--- src/rtl/memaccess_pkg.sv ---
// memaccess_pkg: shared widths, size codes and state encodings for the load/store initiator
package memaccess_pkg;
    localparam int WIDTH = 64;
    localparam int unsigned MEMSIZE_DEF = 256;
    localparam logic [1:0] SZ_BYTE = 2'd0;
    localparam logic [1:0] SZ_HALF = 2'd1;
    localparam logic [1:0] SZ_WORD = 2'd2;
    localparam logic [1:0] SZ_DOUBLE = 2'd3;
    localparam logic [2:0] S_IDLE = 3'd0;
    localparam logic [2:0] S_LD = 3'd1;
    localparam logic [2:0] S_RD = 3'd2;
    localparam logic [2:0] S_WR = 3'd3;
    localparam logic [2:0] S_RESP = 3'd4;
endpackage

--- src/rtl/memaccess_if.sv ---
// memaccess_if: datapath request/response and data memory port of the load/store initiator
//   slave  - the initiator: takes req_* and mem_out, drives req_ready, resp_* and mem_*
//   master - the datapath plus memory responder
interface memaccess_if;
    import memaccess_pkg::*;
    logic             req_valid;
    logic             req_ready;
    logic             req_store;
    logic [1:0]       req_size;
    logic             req_signed;
    logic [WIDTH-1:0] req_addr;
    logic [WIDTH-1:0] req_wdata;
    logic             resp_valid;
    logic [WIDTH-1:0] resp_rdata;
    logic             resp_fault;
    logic [WIDTH-1:0] mem_addr;
    logic [WIDTH-1:0] mem_in;
    logic             mem_rden;
    logic             mem_wren;
    logic [WIDTH-1:0] mem_out;
    modport slave (
        input  req_valid, req_store, req_size, req_signed, req_addr, req_wdata, mem_out,
        output req_ready, resp_valid, resp_rdata, resp_fault, mem_addr, mem_in, mem_rden, mem_wren
    );
    modport master (
        output req_valid, req_store, req_size, req_signed, req_addr, req_wdata, mem_out,
        input  req_ready, resp_valid, resp_rdata, resp_fault, mem_addr, mem_in, mem_rden, mem_wren
    );
endinterface

--- src/rtl/memaccess_align.sv ---
// memaccess_align: big-endian sub-word extraction for loads and merge for read-modify-write stores
//   size_i/signed_i - access size code and sign-extension request
//   mem_out_i       - word read from memory, requested bytes at the top
//   wdata_i         - store data, significant bits at the bottom
//   load_o          - extended load value; merged_o - word to write back
module memaccess_align
    import memaccess_pkg::*;
(
    input  logic [1:0]       size_i,
    input  logic             signed_i,
    input  logic [WIDTH-1:0] mem_out_i,
    input  logic [WIDTH-1:0] wdata_i,
    output logic [WIDTH-1:0] load_o,
    output logic [WIDTH-1:0] merged_o
);
    logic sx;
    assign sx = signed_i & mem_out_i[63];
    always_comb begin
        load_o = size_i == SZ_BYTE ? {{56{sx}}, mem_out_i[63:56]} :
                 size_i == SZ_HALF ? {{48{sx}}, mem_out_i[63:48]} :
                 size_i == SZ_WORD ? {{32{sx}}, mem_out_i[63:32]} : mem_out_i;
        merged_o = size_i == SZ_BYTE ? {wdata_i[7:0], mem_out_i[55:0]} :
                   size_i == SZ_HALF ? {wdata_i[15:0], mem_out_i[47:0]} :
                   size_i == SZ_WORD ? {wdata_i[31:0], mem_out_i[31:0]} : wdata_i;
    end
endmodule

--- src/rtl/memaccess.sv ---
// memaccess: LDUR/STUR initiator between the EX/MEM datapath and big-endian data memory
//   clk/reset - clock and synchronous active-high reset
//   bus       - request/response handshake and memory port (memaccess_if.slave)
module memaccess
    import memaccess_pkg::*;
#(
    parameter int unsigned MEMSIZE = MEMSIZE_DEF
) (
    input logic        clk,
    input logic        reset,
    memaccess_if.slave bus
);
    localparam logic [WIDTH-1:0] LIMIT = WIDTH'(MEMSIZE - 8);
    logic [2:0]       state_q, state_d;
    logic [1:0]       size_q;
    logic             signed_q;
    logic             fault_q;
    logic [WIDTH-1:0] addr_q, wdata_q, merged_q, rdata_q;
    logic [WIDTH-1:0] load, merged;
    logic             accept, fault, busy_mem;
    assign accept = state_q == S_IDLE && bus.req_valid;
    assign fault = bus.req_addr > LIMIT;
    always_comb begin
        state_d = state_q == S_IDLE ? (!bus.req_valid ? S_IDLE :
                                       fault ? S_RESP :
                                       !bus.req_store ? S_LD :
                                       bus.req_size == SZ_DOUBLE ? S_WR : S_RD) :
                  state_q == S_LD ? S_RESP :
                  state_q == S_RD ? S_WR :
                  state_q == S_WR ? S_RESP : S_IDLE;
    end
    always_ff @(posedge clk) begin
        if (reset) begin
            state_q  <= S_IDLE;
            size_q   <= '0;
            signed_q <= 1'b0;
            fault_q  <= 1'b0;
            addr_q   <= '0;
            wdata_q  <= '0;
            merged_q <= '0;
            rdata_q  <= '0;
        end else begin
            state_q <= state_d;
            if (accept) begin
                size_q   <= bus.req_size;
                signed_q <= bus.req_signed;
                fault_q  <= fault;
                addr_q   <= bus.req_addr;
                wdata_q  <= bus.req_wdata;
                merged_q <= bus.req_wdata;
                rdata_q  <= '0;
            end
            if (state_q == S_LD) rdata_q <= load;
            if (state_q == S_RD) merged_q <= merged;
        end
    end
    memaccess_align u_align (
        .size_i   (size_q),
        .signed_i (signed_q),
        .mem_out_i(bus.mem_out),
        .wdata_i  (wdata_q),
        .load_o   (load),
        .merged_o (merged)
    );
    assign busy_mem = state_q == S_LD || state_q == S_RD || state_q == S_WR;
    assign bus.req_ready = state_q == S_IDLE;
    assign bus.resp_valid = state_q == S_RESP;
    assign bus.resp_rdata = rdata_q;
    assign bus.resp_fault = fault_q;
    assign bus.mem_rden = state_q == S_LD || state_q == S_RD;
    // a write must never land on a reset edge
    assign bus.mem_wren = state_q == S_WR && !reset;
    assign bus.mem_addr = busy_mem ? addr_q : '0;
    assign bus.mem_in = state_q == S_WR ? merged_q : '0;
endmodule
--- src/flat_wrapper.sv ---
// flat-port wrapper written by rule: the top's interface ports become plain ports
module memaccess_flat import memaccess_pkg::*;
#(
    parameter int unsigned MEMSIZE = MEMSIZE_DEF
)
  (clk, reset, bus_req_valid, bus_req_store, bus_req_size, bus_req_signed, bus_req_addr, bus_req_wdata, bus_mem_out, bus_req_ready, bus_resp_valid, bus_resp_rdata, bus_resp_fault, bus_mem_addr, bus_mem_in, bus_mem_rden, bus_mem_wren);
  memaccess_if bus_i ();
  input logic clk;
  input logic reset;
  input wire logic [$bits(bus_i.req_valid)-1:0] bus_req_valid;
  input wire logic [$bits(bus_i.req_store)-1:0] bus_req_store;
  input wire logic [$bits(bus_i.req_size)-1:0] bus_req_size;
  input wire logic [$bits(bus_i.req_signed)-1:0] bus_req_signed;
  input wire logic [$bits(bus_i.req_addr)-1:0] bus_req_addr;
  input wire logic [$bits(bus_i.req_wdata)-1:0] bus_req_wdata;
  input wire logic [$bits(bus_i.mem_out)-1:0] bus_mem_out;
  output wire logic [$bits(bus_i.req_ready)-1:0] bus_req_ready;
  output wire logic [$bits(bus_i.resp_valid)-1:0] bus_resp_valid;
  output wire logic [$bits(bus_i.resp_rdata)-1:0] bus_resp_rdata;
  output wire logic [$bits(bus_i.resp_fault)-1:0] bus_resp_fault;
  output wire logic [$bits(bus_i.mem_addr)-1:0] bus_mem_addr;
  output wire logic [$bits(bus_i.mem_in)-1:0] bus_mem_in;
  output wire logic [$bits(bus_i.mem_rden)-1:0] bus_mem_rden;
  output wire logic [$bits(bus_i.mem_wren)-1:0] bus_mem_wren;
  assign bus_i.req_valid = bus_req_valid;
  assign bus_i.req_store = bus_req_store;
  assign bus_i.req_size = bus_req_size;
  assign bus_i.req_signed = bus_req_signed;
  assign bus_i.req_addr = bus_req_addr;
  assign bus_i.req_wdata = bus_req_wdata;
  assign bus_i.mem_out = bus_mem_out;
  assign bus_req_ready = bus_i.req_ready;
  assign bus_resp_valid = bus_i.resp_valid;
  assign bus_resp_rdata = bus_i.resp_rdata;
  assign bus_resp_fault = bus_i.resp_fault;
  assign bus_mem_addr = bus_i.mem_addr;
  assign bus_mem_in = bus_i.mem_in;
  assign bus_mem_rden = bus_i.mem_rden;
  assign bus_mem_wren = bus_i.mem_wren;
  memaccess #(.MEMSIZE(MEMSIZE)) u_core (.clk(clk), .reset(reset), .bus(bus_i));
endmodule
--- config.mk ---
export PLATFORM = sky130hd
export DESIGN_NAME = memaccess_flat
export DESIGN_NICKNAME = d
export VERILOG_FILES = /design/src/rtl/memaccess_pkg.sv /design/src/rtl/memaccess_if.sv /design/src/rtl/memaccess_align.sv /design/src/rtl/memaccess.sv /design/src/flat_wrapper.sv
export SDC_FILE = /design/constraint.sdc
export NUM_CORES = 1
export LEC_CHECK = 0
export BUFFER_PORTS_ARGS = -buffer_cell sky130_fd_sc_hd__clkbuf_2
export CORE_MARGIN = 2
export CORE_UTILIZATION = 51
export CTS_CLUSTER_DIAMETER = 150
export DETAILED_ROUTE_END_ITERATION = 10
export GPL_TIMING_DRIVEN = 0
export PLACE_DENSITY_LB_ADDON = 0.15
export SKIP_CTS_REPAIR_TIMING = 1
export SYNTH_ARGS = -nofsm -noshare
export SYNTH_HDL_FRONTEND = slang
export SYNTH_SLANG_ARGS = --single-unit
export TNS_END_PERCENT = 50
--- constraint.sdc ---
create_clock -name clk -period 1.85 [get_ports clk]
set_input_delay 0.0925 -clock clk [delete_from_list [all_inputs] [get_ports clk]]
set_output_delay 0.0925 -clock clk [all_outputs]
set_load 0.05 [all_outputs]
After elaboration in Yosys (flattened, before gate mapping)
Cells that the tools add are included.
{"block": "totals", "mem_bits_rw": 0, "register_bits": 263, "romBits": 0, "memories": 0, "word_cells": 46, "out_inout_bits": 197, "inputBits": 199, "latchBits": 0}
{"block": "classes", "mul": 0, "n_shift": 0, "n_bitwise": 1, "mux": 20, "order_cmp": 1, "div": 0, "reduce_logical": 9, "n_addsub": 0, "n_eq_ne": 7}
{"op": "$mux 64", "count": 12}
{"op": "$gt 64x8->1 const B", "count": 1}
{"op": "$mux 3", "count": 7}
{"op": "$eq 3x2->1 const B", "count": 2}
{"op": "$eq 2x2->1 const B", "count": 2}
{"op": "$reduce_bool 2->1", "count": 2}
{"op": "$eq 3x1->1 const B", "count": 1}
{"op": "$eq 3x3->1 const B", "count": 1}
{"op": "$logic_not 3->1", "count": 1}
{"op": "$eq 2x1->1 const B", "count": 1}
{"op": "$logic_and 1x1->1", "count": 2}
{"op": "$logic_not 2->1", "count": 1}
{"op": "$logic_or 1x1->1", "count": 2}
{"op": "$and 1x1->1", "count": 1}
{"op": "$logic_not 1->1", "count": 1}
{"op": "$mux 1", "count": 1}

Longest topological paths before layout
{"block": "depth", "ltp_word": 6, "ltp_mapped": 7}

Cells and area by module
From an unflattened synthesis, not the netlist that was laid out.
{"block": "unflattened", "hier_cells": 1539, "area_unflattened_um2": 12917.4}
{"module": "memaccess", "n_inst": 1, "seq_area_each_um2": 5265.0, "cells_each": 1329, "area_per_inst_um2": 10423.7}
{"module": "memaccess_align", "n_inst": 1, "seq_area_each_um2": 0.0, "cells_each": 210, "area_per_inst_um2": 2493.6}

Least setup slack after synthesis
No wires, ideal clock.
{"block": "synth_timing", "path_kind": "register to output", "startpoint": "register u_core.state_q[1]", "endpoint": "output port bus_req_ready", "arrival_time_ns": 1.689, "stages_incl_launch_ff": 4, "slack_ns": 0.068, "path_buffers": 2, "path_cell_list": "dfxtp_1 buf_2 clkbuf_1 nor3_1"}
{"block": "synth_via", "elab_chain_len": 1}
{"item": "from (decl)", "line_no": "memaccess.sv:14", "rtl": "logic [2:0] state_q, state_d;"}
{"item": "from (signal assigned)", "line_no": "memaccess.sv:43", "rtl": "state_q <= state_d;"}
{"item": "$logic_not 3->1", "line_no": "memaccess.sv:66", "rtl": "assign bus.req_ready = state_q == S_IDLE;"}
{"item": "to (decl)", "line_no": "flat_wrapper.sv:17", "rtl": "output wire logic [$bits(bus_i.req_ready)-1:0] bus_req_ready;"}
Every way passes these cells.

Worst setup path after layout
{"block": "layout_timing", "startpoint": "register u_core.state_q[0]", "endpoint": "output port bus_mem_rden"}
{"block": "layout_via", "elab_chain_len": 2}
{"item": "$eq 3x1->1 / $eq 3x2->1 (equally long branches)", "line_no": "memaccess.sv:70", "rtl": "assign bus.mem_rden = state_q == S_LD || state_q == S_RD;"}
{"item": "$logic_or 1x1->1 (*)", "line_no": "memaccess.sv:70"}
{"item": "to (decl)", "line_no": "flat_wrapper.sv:23", "rtl": "output wire logic [$bits(bus_i.mem_rden)-1:0] bus_mem_rden;"}
Every way passes the cells marked *; elsewhere a longest branch is shown, timed or not.

==> flow_summary.toml <==
[sta]
fin_skew_ps = 12.26
whs_ps = -38.29
hold_violations = 12
tightest_slew_ps = 934.1
setup_slack_ps = -183.2
slew_headroom = 0.3715
rsz0062_at_grt = "yes"
min_period_ps = 2033
slew_viol_final = 0
fin_crit_sh = 1.099
timing.fmax_mhz = 491.8
finalSetupViolations = 188

[power_and_ir_drop]
sw_frac_of_total = 0.2502
power_frac_comb = 0.129
irDropWorstVdd_mv = 0.6412
clock_power_share = 0.455
p_leak_uw = 0.007766
p_sw_uw = 3680
power_density_nw_per_um2 = 811.1
p_int_uw = 11030
p_seq_frac = 0.416

[synthesis]
ys_ff_latch = 263
synth_cells = 1482
synth_ff_type = "dfxtp_1"
syn_area_um2 = 12000
syn_nets = 1681
ys.warnings.count = 0
syn_avg_cell_area_um2 = 8.094
synth_edf_count = 0
yosys.cell_types.count = 43
ys_seq_area_frac = 0.4389
asyncSetResetFlopFracSynth = 0

[clock_network]
path_clk_slew_ps = 60
insertion_delay_ps = 550
cts.sinks = 263
clockBufferDepth = 3
tritoncts = "yes"
root_buffer = "clkbuf_16"
htreeDepth = 1
cts_buffers = 29

[route]
vias = 14406
drc = 0
routed_wirelength_um = 54480
detail_route.wl_per_cell_um = 22.67
drt_iter0_markers = 1713
viasPerCell = 5.995
ant_nets = 0
firstDrtPassIters = 8

[placement]
portBuffers = 395
gp_congestion = 0.9942
dp_slack_ps = -853.0
dpl.hpwl_um = 37510

[final_layout]
fin_nets = 2263
layout_commonest_cell = "nand2_1"
area_delta_synth_final_pct = 51.14
final_layout_size_suffix_gt1_frac = 0.3117
layout_common_cells = "383 x nand2_1, 280 x clkbuf_2, 260 x dfxtp_1"
finish.utilization = 0.7794

[outcome]
status = "complete, but fails checks"
failed_checks = "hold timing, setup timing"

[worst_setup_path]
start_kind = "flop"
cp_data_arrival_time_ps = 1940
crit_type = "flop to output pin"
required_ps = 1760
timing.rr.end = "u_core.bus.resp_rdata[12]"
crit_fanout = 6
timing.rr.start = "u_core.state_q[1]"
regToRegSetupSlack_ps = -110
end_kind = "output pin"
critPathCapture = "bus_mem_rden"
crit_start = "u_core.state_q[0]"
rr_worst_depth = 5

[global_route]
grt_pass1_wl_um = 70500
track_usage = 0.3776
grt_max_degree = 15
antenna_found_initial = 2
grt_pass1_vias = 12166
grt_overflow = 0

[die]
die_x_um = 157.4
die_area_um2 = 24760
core.rowCount = 56
pin_count = 396
core_area_um2 = 23260
die_height_um = 157.4
start_util = 0.5157

[min_path]
min-delay-start = "bus_mem_out[41]"
hold_path_class = "input port to flop"

[run]
cap_violations = 0
sequential cells by signal (all words and copies together) (netlist names):
signal	cells
u_core.signed_q	1
u_core.size_q	2
u_core.addr_q	64
u_core.bus.resp_fault	1
u_core.state_q	3
u_core.merged_q	64
u_core.bus.resp_rdata	64
u_core.wdata_q	64
how the worst min path moves through the flow:
stage | cells after the start | slack [ps] | to
2_1_floorplan | 2 | 230 | u_core.addr_q[0]
3_3_place_gp | 3 | 330 | u_core.addr_q[15]
3_5_place_dp | 3 | 340 | u_core.addr_q[52]
4_1_cts | 3 | -230 | u_core.addr_q[52]
5_1_grt | 3 | -5 | u_core.bus.resp_rdata[47]
6_report | 3 | -40 | u_core.bus.resp_rdata[41]
cell type report:
cell class,count,area [um^2]
multi-input cells,1086,6324
flip-flops and latches,263,5271
fillers,1690,5132
repair buffers,550,4190
plain buffers,133,840.8
clock buffers,37,805.8
well taps,319,399.1
clock inverters,12,290.3
diodes,2,5.005
inverters,1,3.754
kinds of logic after synthesis:
kind of cell,Yosys count,share of synthesized area
AND/OR/NAND/NOR,643,0.2421
AO/OA/AOI/OAI,350,0.1638
flip-flops,263,0.4389
buffers and inverters,134,0.05048
multiplexers,92,0.1047
synthesized netlist by cell type (all sizes together), types with 2 or more instances:
cell type  count  area, um^2
nand4          4       25.02
a311oi         6       52.55
nor2          67       261.5
mux2i         40       400.4
o21ai         30       150.1
dfxtp        263        5265
and2          65       406.6
a22oi         41       307.8
mux2          28       315.3
nand3         10       50.05
nor3b          4       35.03
nand2        386        1459
nor3          19       95.09
and3          68       425.4
nor4          14       87.58
a21oi        221        1114
or3b           2       20.02
a31oi         29       181.4
mux4          24       540.5
o22ai         14       87.58
a211oi         5       37.54
clkbuf        67       251.5
buf           66       350.3
power groups by stage:
stage / registers, uW / logic [uW] / clock network (uW)
floorplan: 6150 / 879 / 0
finish: 6120 / 1890 / 6690
global placement: 6210 / 1510 / 0
detailed placement: 6220 / 1530 / 0
CTS: 6090 / 1540 / 6680
global route: 6130 / 1990 / 6920
critical path, stage by stage (launching register included):
cell	delay (ps)
dfxtp_4	370
buf_6	140
or3b_4	410
buf_8	140
buf_12	130
nand2_4	70
buf_8	140
routing by layer:
metal  vias up  wire [um]  GRT usage
met3       272       6530    0.07599
met1      6707      20050     0.5002
met5         -         16          0
met2      1109      24590     0.5993
li1       6314          -          -
met4         4       3302     0.1641
per-stage QoR:
stage          instances  TNS [ps]  cell area (um^2)  hold WS (ps)  power [uW]
6_report            2403    -17250             18130        -38.29       14710
2_1_floorplan       1482         0             12000         228.5        7029
5_1_grt             2401    -30870             18120        -5.344       15050
3_5_place_dp        2196    -51980             14370         338.3        7741
4_1_cts             2245   -134910             15470        -226.3       14310
3_3_place_gp        2196    -50040             14370         332.7        7719
Note: power is estimated with default switching activity, not from simulation.
